## src/rtl/sha256_job_sched.sv

```systemverilog
// Job scheduler for the simplified_sha256 core: queues host jobs, starts the core once per job,
// watches for start/run hangs, and returns one completion record per job.
//
// state       | meaning
// IDLE        | waiting for a queued job and an idle core
// ISSUE       | start pulse, clear per-job counters
// WAIT_BUSY   | waiting for core_done to fall (start watchdog)
// WAIT_DONE   | core running, counting low cycles (run watchdog)
// RECOVER     | core held in reset for two cycles after a hang
// REPORT      | completion record offered to the host
module sha256_job_sched #(
  parameter int DEPTH         = 4,
  parameter int TAG_W         = 4,
  parameter int START_TIMEOUT = 8,
  parameter int RUN_TIMEOUT   = 4096
) (
  input  logic             clk,
  input  logic             reset_n,
  input  logic             job_valid,
  output logic             job_ready,
  input  logic [15:0]      job_msg_addr,
  input  logic [15:0]      job_out_addr,
  input  logic [TAG_W-1:0] job_tag,
  output logic             res_valid,
  input  logic             res_ready,
  output logic [TAG_W-1:0] res_tag,
  output logic [1:0]       res_status,
  output logic [31:0]      res_cycles,
  output logic             core_start,
  output logic [15:0]      core_message_addr,
  output logic [15:0]      core_output_addr,
  output logic             core_rst_n,
  input  logic             core_done,
  output logic             busy,
  output logic [15:0]      jobs_done
);
  localparam int AW = $clog2(DEPTH);
  localparam int WW = $clog2(START_TIMEOUT + 1);
  localparam logic [AW:0]   PTR_ONE = 1;
  localparam logic [WW-1:0] WAIT_LIM = WW'(START_TIMEOUT);
  localparam logic [31:0]   RUN_LIM = RUN_TIMEOUT;

  typedef enum logic [2:0] {
    S_IDLE, S_ISSUE, S_WAIT_BUSY, S_WAIT_DONE, S_RECOVER, S_REPORT
  } state_t;

  state_t state, state_nxt;

  logic [15:0]      fifo_msg [DEPTH];
  logic [15:0]      fifo_out [DEPTH];
  logic [TAG_W-1:0] fifo_tag [DEPTH];
  logic [AW:0]      wr_ptr, rd_ptr;
  logic             full, empty, push, pop;

  logic [WW-1:0] wait_cnt, wait_cnt_nxt;
  logic          rec_cnt, rec_cnt_nxt;
  logic [31:0]   cyc_nxt, cyc_inc;
  logic [1:0]    status_nxt;

  // Extra pointer bit distinguishes full from empty.
  assign empty     = (wr_ptr == rd_ptr);
  assign full      = (wr_ptr[AW-1:0] == rd_ptr[AW-1:0]) && (wr_ptr[AW] != rd_ptr[AW]);
  assign job_ready = !full;
  assign push      = job_valid && !full;
  assign pop       = (state == S_IDLE) && !empty && core_done;

  assign res_valid  = (state == S_REPORT);
  assign busy       = (state != S_IDLE) || !empty;
  assign core_rst_n = reset_n && (state != S_RECOVER);

  always_ff @(posedge clk) begin
    if (push) begin
      fifo_msg[wr_ptr[AW-1:0]] <= job_msg_addr;
      fifo_out[wr_ptr[AW-1:0]] <= job_out_addr;
      fifo_tag[wr_ptr[AW-1:0]] <= job_tag;
    end
  end

  always_ff @(posedge clk or negedge reset_n) begin
    if (!reset_n) begin
      wr_ptr            <= '0;
      rd_ptr            <= '0;
      core_message_addr <= '0;
      core_output_addr  <= '0;
      res_tag           <= '0;
    end else begin
      if (push) wr_ptr <= wr_ptr + PTR_ONE;
      if (pop) begin
        rd_ptr            <= rd_ptr + PTR_ONE;
        core_message_addr <= fifo_msg[rd_ptr[AW-1:0]];
        core_output_addr  <= fifo_out[rd_ptr[AW-1:0]];
        res_tag           <= fifo_tag[rd_ptr[AW-1:0]];
      end
    end
  end

  always_ff @(posedge clk or negedge reset_n) begin
    if (!reset_n) begin
      state      <= S_IDLE;
      wait_cnt   <= '0;
      rec_cnt    <= 1'b0;
      res_cycles <= '0;
      res_status <= '0;
      jobs_done  <= '0;
    end else begin
      state      <= state_nxt;
      wait_cnt   <= wait_cnt_nxt;
      rec_cnt    <= rec_cnt_nxt;
      res_cycles <= cyc_nxt;
      res_status <= status_nxt;
      if (state == S_REPORT && res_ready) jobs_done <= jobs_done + 16'd1;
    end
  end

  always_comb begin
    state_nxt    = state;
    wait_cnt_nxt = wait_cnt;
    rec_cnt_nxt  = rec_cnt;
    cyc_nxt      = res_cycles;
    status_nxt   = res_status;
    core_start   = 1'b0;
    cyc_inc      = (res_cycles == '1) ? res_cycles : res_cycles + 32'd1;
    case (state)
      S_IDLE: if (pop) state_nxt = S_ISSUE;
      S_ISSUE: begin
        core_start   = 1'b1;
        wait_cnt_nxt = '0;
        rec_cnt_nxt  = 1'b0;
        cyc_nxt      = '0;
        state_nxt    = S_WAIT_BUSY;
      end
      S_WAIT_BUSY: begin
        if (!core_done) begin
          cyc_nxt   = cyc_inc;
          state_nxt = S_WAIT_DONE;
        end else begin
          wait_cnt_nxt = wait_cnt + WW'(1);
          if (wait_cnt_nxt == WAIT_LIM) begin
            status_nxt = 2'b01;
            state_nxt  = S_RECOVER;
          end
        end
      end
      S_WAIT_DONE: begin
        if (core_done) begin
          status_nxt = 2'b00;
          state_nxt  = S_REPORT;
        end else begin
          cyc_nxt = cyc_inc;
          if (cyc_inc == RUN_LIM) begin
            status_nxt = 2'b10;
            state_nxt  = S_RECOVER;
          end
        end
      end
      S_RECOVER: begin
        if (rec_cnt) state_nxt = S_REPORT;
        else         rec_cnt_nxt = 1'b1;
      end
      S_REPORT: if (res_ready) state_nxt = S_IDLE;
      default: state_nxt = S_IDLE;
    endcase
  end
endmodule

```

## config.mk

```make
export PLATFORM = sky130hd
export DESIGN_NAME = sha256_job_sched
export DESIGN_NICKNAME = d
export VERILOG_FILES = /design/src/rtl/sha256_job_sched.sv
export SDC_FILE = /design/constraint.sdc
export NUM_CORES = 1
export LEC_CHECK = 0
export BUFFER_PORTS_ARGS = -buffer_cell sky130_fd_sc_hd__buf_2
export CAP_MARGIN = 5
export CORE_MARGIN = 5
export CORE_UTILIZATION = 52
export DETAILED_ROUTE_END_ITERATION = 10
export PLACE_DENSITY = 0.79
export SLEW_MARGIN = 20
export SYNTH_ARGS = -nofsm -noshare
export SYNTH_HDL_FRONTEND = slang
export SYNTH_SLANG_ARGS = --single-unit
```

## constraint.sdc

```tcl
create_clock -name clk -period 2.7 [get_ports clk]
set_input_delay 0.54 -clock clk [delete_from_list [all_inputs] [get_ports clk]]
set_output_delay 0.54 -clock clk [all_outputs]
set_load 0.005 [all_outputs]
```

==> results.json <==
{
  "status": "complete, but fails checks",
  "violations": "setup timing",
  "routed.top_layer": "met5",
  "layout.nets": 1010,
  "worstMarginPinSlew_ns": 1.01,
  "fmax_ghz": 0.357,
  "required_ns": 3.11,
  "pre_cts_ws_ns": -0.0908,
  "hp-class": "primary input to async pin",
  "die_w_um": 153,
  "syn_nets": 798,
  "syn_area_um2": 10600,
  "htreeDepth": 1,
  "wl_per_cell_um": 18.8,
  "clockBufferDepth": 3,
  "fill_cells": 1432,
  "grt_pass1_vias": 7003,
  "finalHoldViolations": 0,
  "ant_nets": 0,
  "maxCapViolCount": 0,
  "async_flop_share": 0.410,
  "ys_ff_latch": 244,
  "crit_path_max_incr_delay_ns": 0.54,
  "synth_top_area_frac": 0.406,
  "finalSetupTns_ns": -0.326,
  "peakVddDrop_uv": 674,
  "design.core.area_um2": 20200,
  "layout-drive-gt1-share": 0.393,
  "synth_area_leader_cell": "edfxtp_1",
  "power_density_nw_per_um2": 936,
  "synth-seq-area-share": 0.641,
  "syn2layout_area_growth_pct": 23.7,
  "num_rows": 52,
  "worst-path-buf-inv": 0,
  "grt_usage": 0.201,
  "synth_commonest_cells": "144 x edfxtp_1, 100 x dfrtp_1, 75 x nand2_1, 58 x o21ai_0, 38 x mux2_2",
  "die_area_um2": 23400,
  "cp_slowest_cell": "or4_4",
  "period_needed_ns": 2.80,
  "clkTransAtPathRegs_ns": 0.06,
  "hpwl_um": 15400,
  "drc": 0,
  "synth.distinct_cells": 66,
  "worst-setup-path-type": "flop to flop",
  "leakage_uw": 0.00534,
  "synth.area.top_cells": "edfxtp_1 41%, dfrtp_1 24%, mux4_2 7.6%",
  "maxSlewViolCount": 0,
  "cts_tree": "yes",
  "slew-limit-headroom": 0.326,
  "wl_um": 23600,
  "gp_congestion": 0.876,
  "synth_edf_count": 144,
  "die_h_um": 153,
  "numClockSinks": 244,
  "path_cells": "ha_4 > nand3_4 > or3_4 > or3_4 > nor4_4 > xor2_1 > or4_4 > nor4_4 > a21oi_1",
  "rsz0062_at_grt": "yes",
  "viasPerCell": 5.66,
  "wl_met1_um": 9490,
  "io_pins": 132,
  "ys.flop_type": "edfxtp_1",
  "yosysMostFrequentCell": "edfxtp_1",
  "avgSynthCellArea_um2": 14.2,
  "cp_top_family": "simple AND/OR/NAND/NOR gates",
  "first_pass_iters": 5,
  "setup_viol": 5,
  "insertion_delay_ns": 0.54,
  "port_buffers": 131,
  "vias": 7079,
  "setup_ws_ns": -0.102,
  "dr_wl_met2_um": 11800,
  "cp_max_fo": 4,
  "grt_pass1_wl_um": 38100,
  "cp.arrival_ns": 3.21,
  "grt_max_degree": 101,
  "cts.hold.buffers_added": 0,
  "post-route-period-util": 1.04,
  "gr-total-overflow": 0,
  "clockRootBuffer": "clkbuf_16",
  "initial_utilization": 0.528,
  "antenna_found_initial": 4,
  "cts_buffers": 25,
  "yosysWarnings": 0,
  "routed-wl-met3_um": 1690,
  "drtIter0Drc": 602,
  "crit_path_start_kind": "flop",
  "finClkSkew_ns": 0.0130,
  "crit_path_end_kind": "flop",
  "synth_cells": 749
}
==> worst register-to-register path: cells and delay by family, from the launching register on <==
family	cells	cell delay [ns]
fa+ha+maj	1	0.15
xor+xnor	1	0.15
compound gates	1	0.13
flops	1	0.38
simple gates	6	1.87
==> final timing paths <==
kind	start	endpoint	slack (ns)	depth (start not counted)
worst max-delay path	res_cycles[0]	state[0]	-0.10	9
worst min-delay path	reset_n	jobs_done[11]	0.11	2
worst max register to register	res_cycles[0]	state[0]	-0.10	9
worst min register to register	jobs_done[15]	jobs_done[15]	0.46	1
max in group asynchronous	reset_n	res_cycles[3]	2.16	2
min in group clk	job_tag[2]	fifo_tag[3][2]	0.22	1
==> cell type report <==
| type | instances | area, µm² | area share |
|---|---|---|---|
| Multi-Input combinational cell | 462 | 3730 | 0.284 |
| Antenna cell | 1 | 2.50 | 0.000190 |
| Clock inverter | 16 | 211 | 0.0161 |
| Clock buffer | 30 | 644 | 0.0489 |
| Inverter | 6 | 22.5 | 0.00171 |
| Tap cell | 270 | 338 | 0.0257 |
| Sequential cell | 244 | 6840 | 0.519 |
| Timing Repair Buffer | 222 | 1380 | 0.105 |
==> metrics by stage <==
step | util | hold slack, ns | std cells | total power [µW] | instance area [µm²]
final | 0.653 | 0.108 | 1251 | 12300 | 13200
after global routing | 0.653 | 0.148 | 1251 | 13000 | 13200
after detailed placement | 0.604 | 0.458 | 1192 | 8850 | 12200
after CTS | 0.651 | 0.128 | 1249 | 12400 | 13100
after floorplan | - | 0.244 | 749 | 7560 | 10700
after global placement | 0.604 | 0.451 | 1192 | 8710 | 12200
==> layout by cell type, fill, tap and decap left out, drive strengths merged, types with 19 or more instances in the layout <==
cell type and count:
o21ai 58, clkbuf 30, dfrtp 100, mux2 38, mux4 36, and3 20, buf 222, xnor2 19
nand2 76, nor2 34, edfxtp 144
==> where the power goes <==
part	switching, µW	internal [µW]	leakage (µW)
combinational	1800	1610	0.00233
clock	1450	2110	0.000417
sequential	422	4930	0.00260
==> kinds of logic after synthesis <==
group,synth area share
adders and majority gates,0.00940
muxes,0.122
AOI/OAI and AO/OA,0.0669
and+or+nand+nor,0.112
DFF,0.641
buffers and inverters,0.0177
xor gates and xnor gates,0.0304
==> flip-flops by register name (all words and copies together) (netlist names), 3 cells and up <==
| signal | flops |
|---|---|
| wait_cnt | 4 |
| rd_ptr | 3 |
| res_cycles | 32 |
| jobs_done | 16 |
| core_message_addr | 16 |
| res_tag | 4 |
| fifo_tag | 16 |
| fifo_out | 64 |
| wr_ptr | 3 |
| fifo_msg | 64 |
| state | 3 |
| core_output_addr | 16 |
==> layer usage <==
metal | vias to the layer above | track usage
met5 | - | 0
met4 | 6 | 0.0530
met3 | 53 | 0.0441
met2 | 267 | 0.333
met1 | 3473 | 0.272
li1 | 3280 | -
==> what timing repair did <==
action                     in CTS  in global routing
pin swaps                      12                  1
setup endpoints to repair       4                  6
setup buffers                  11                  1
cloned                          0                  0
gates resized for setup         2                  7
Power figures use the tool's default switching activity.
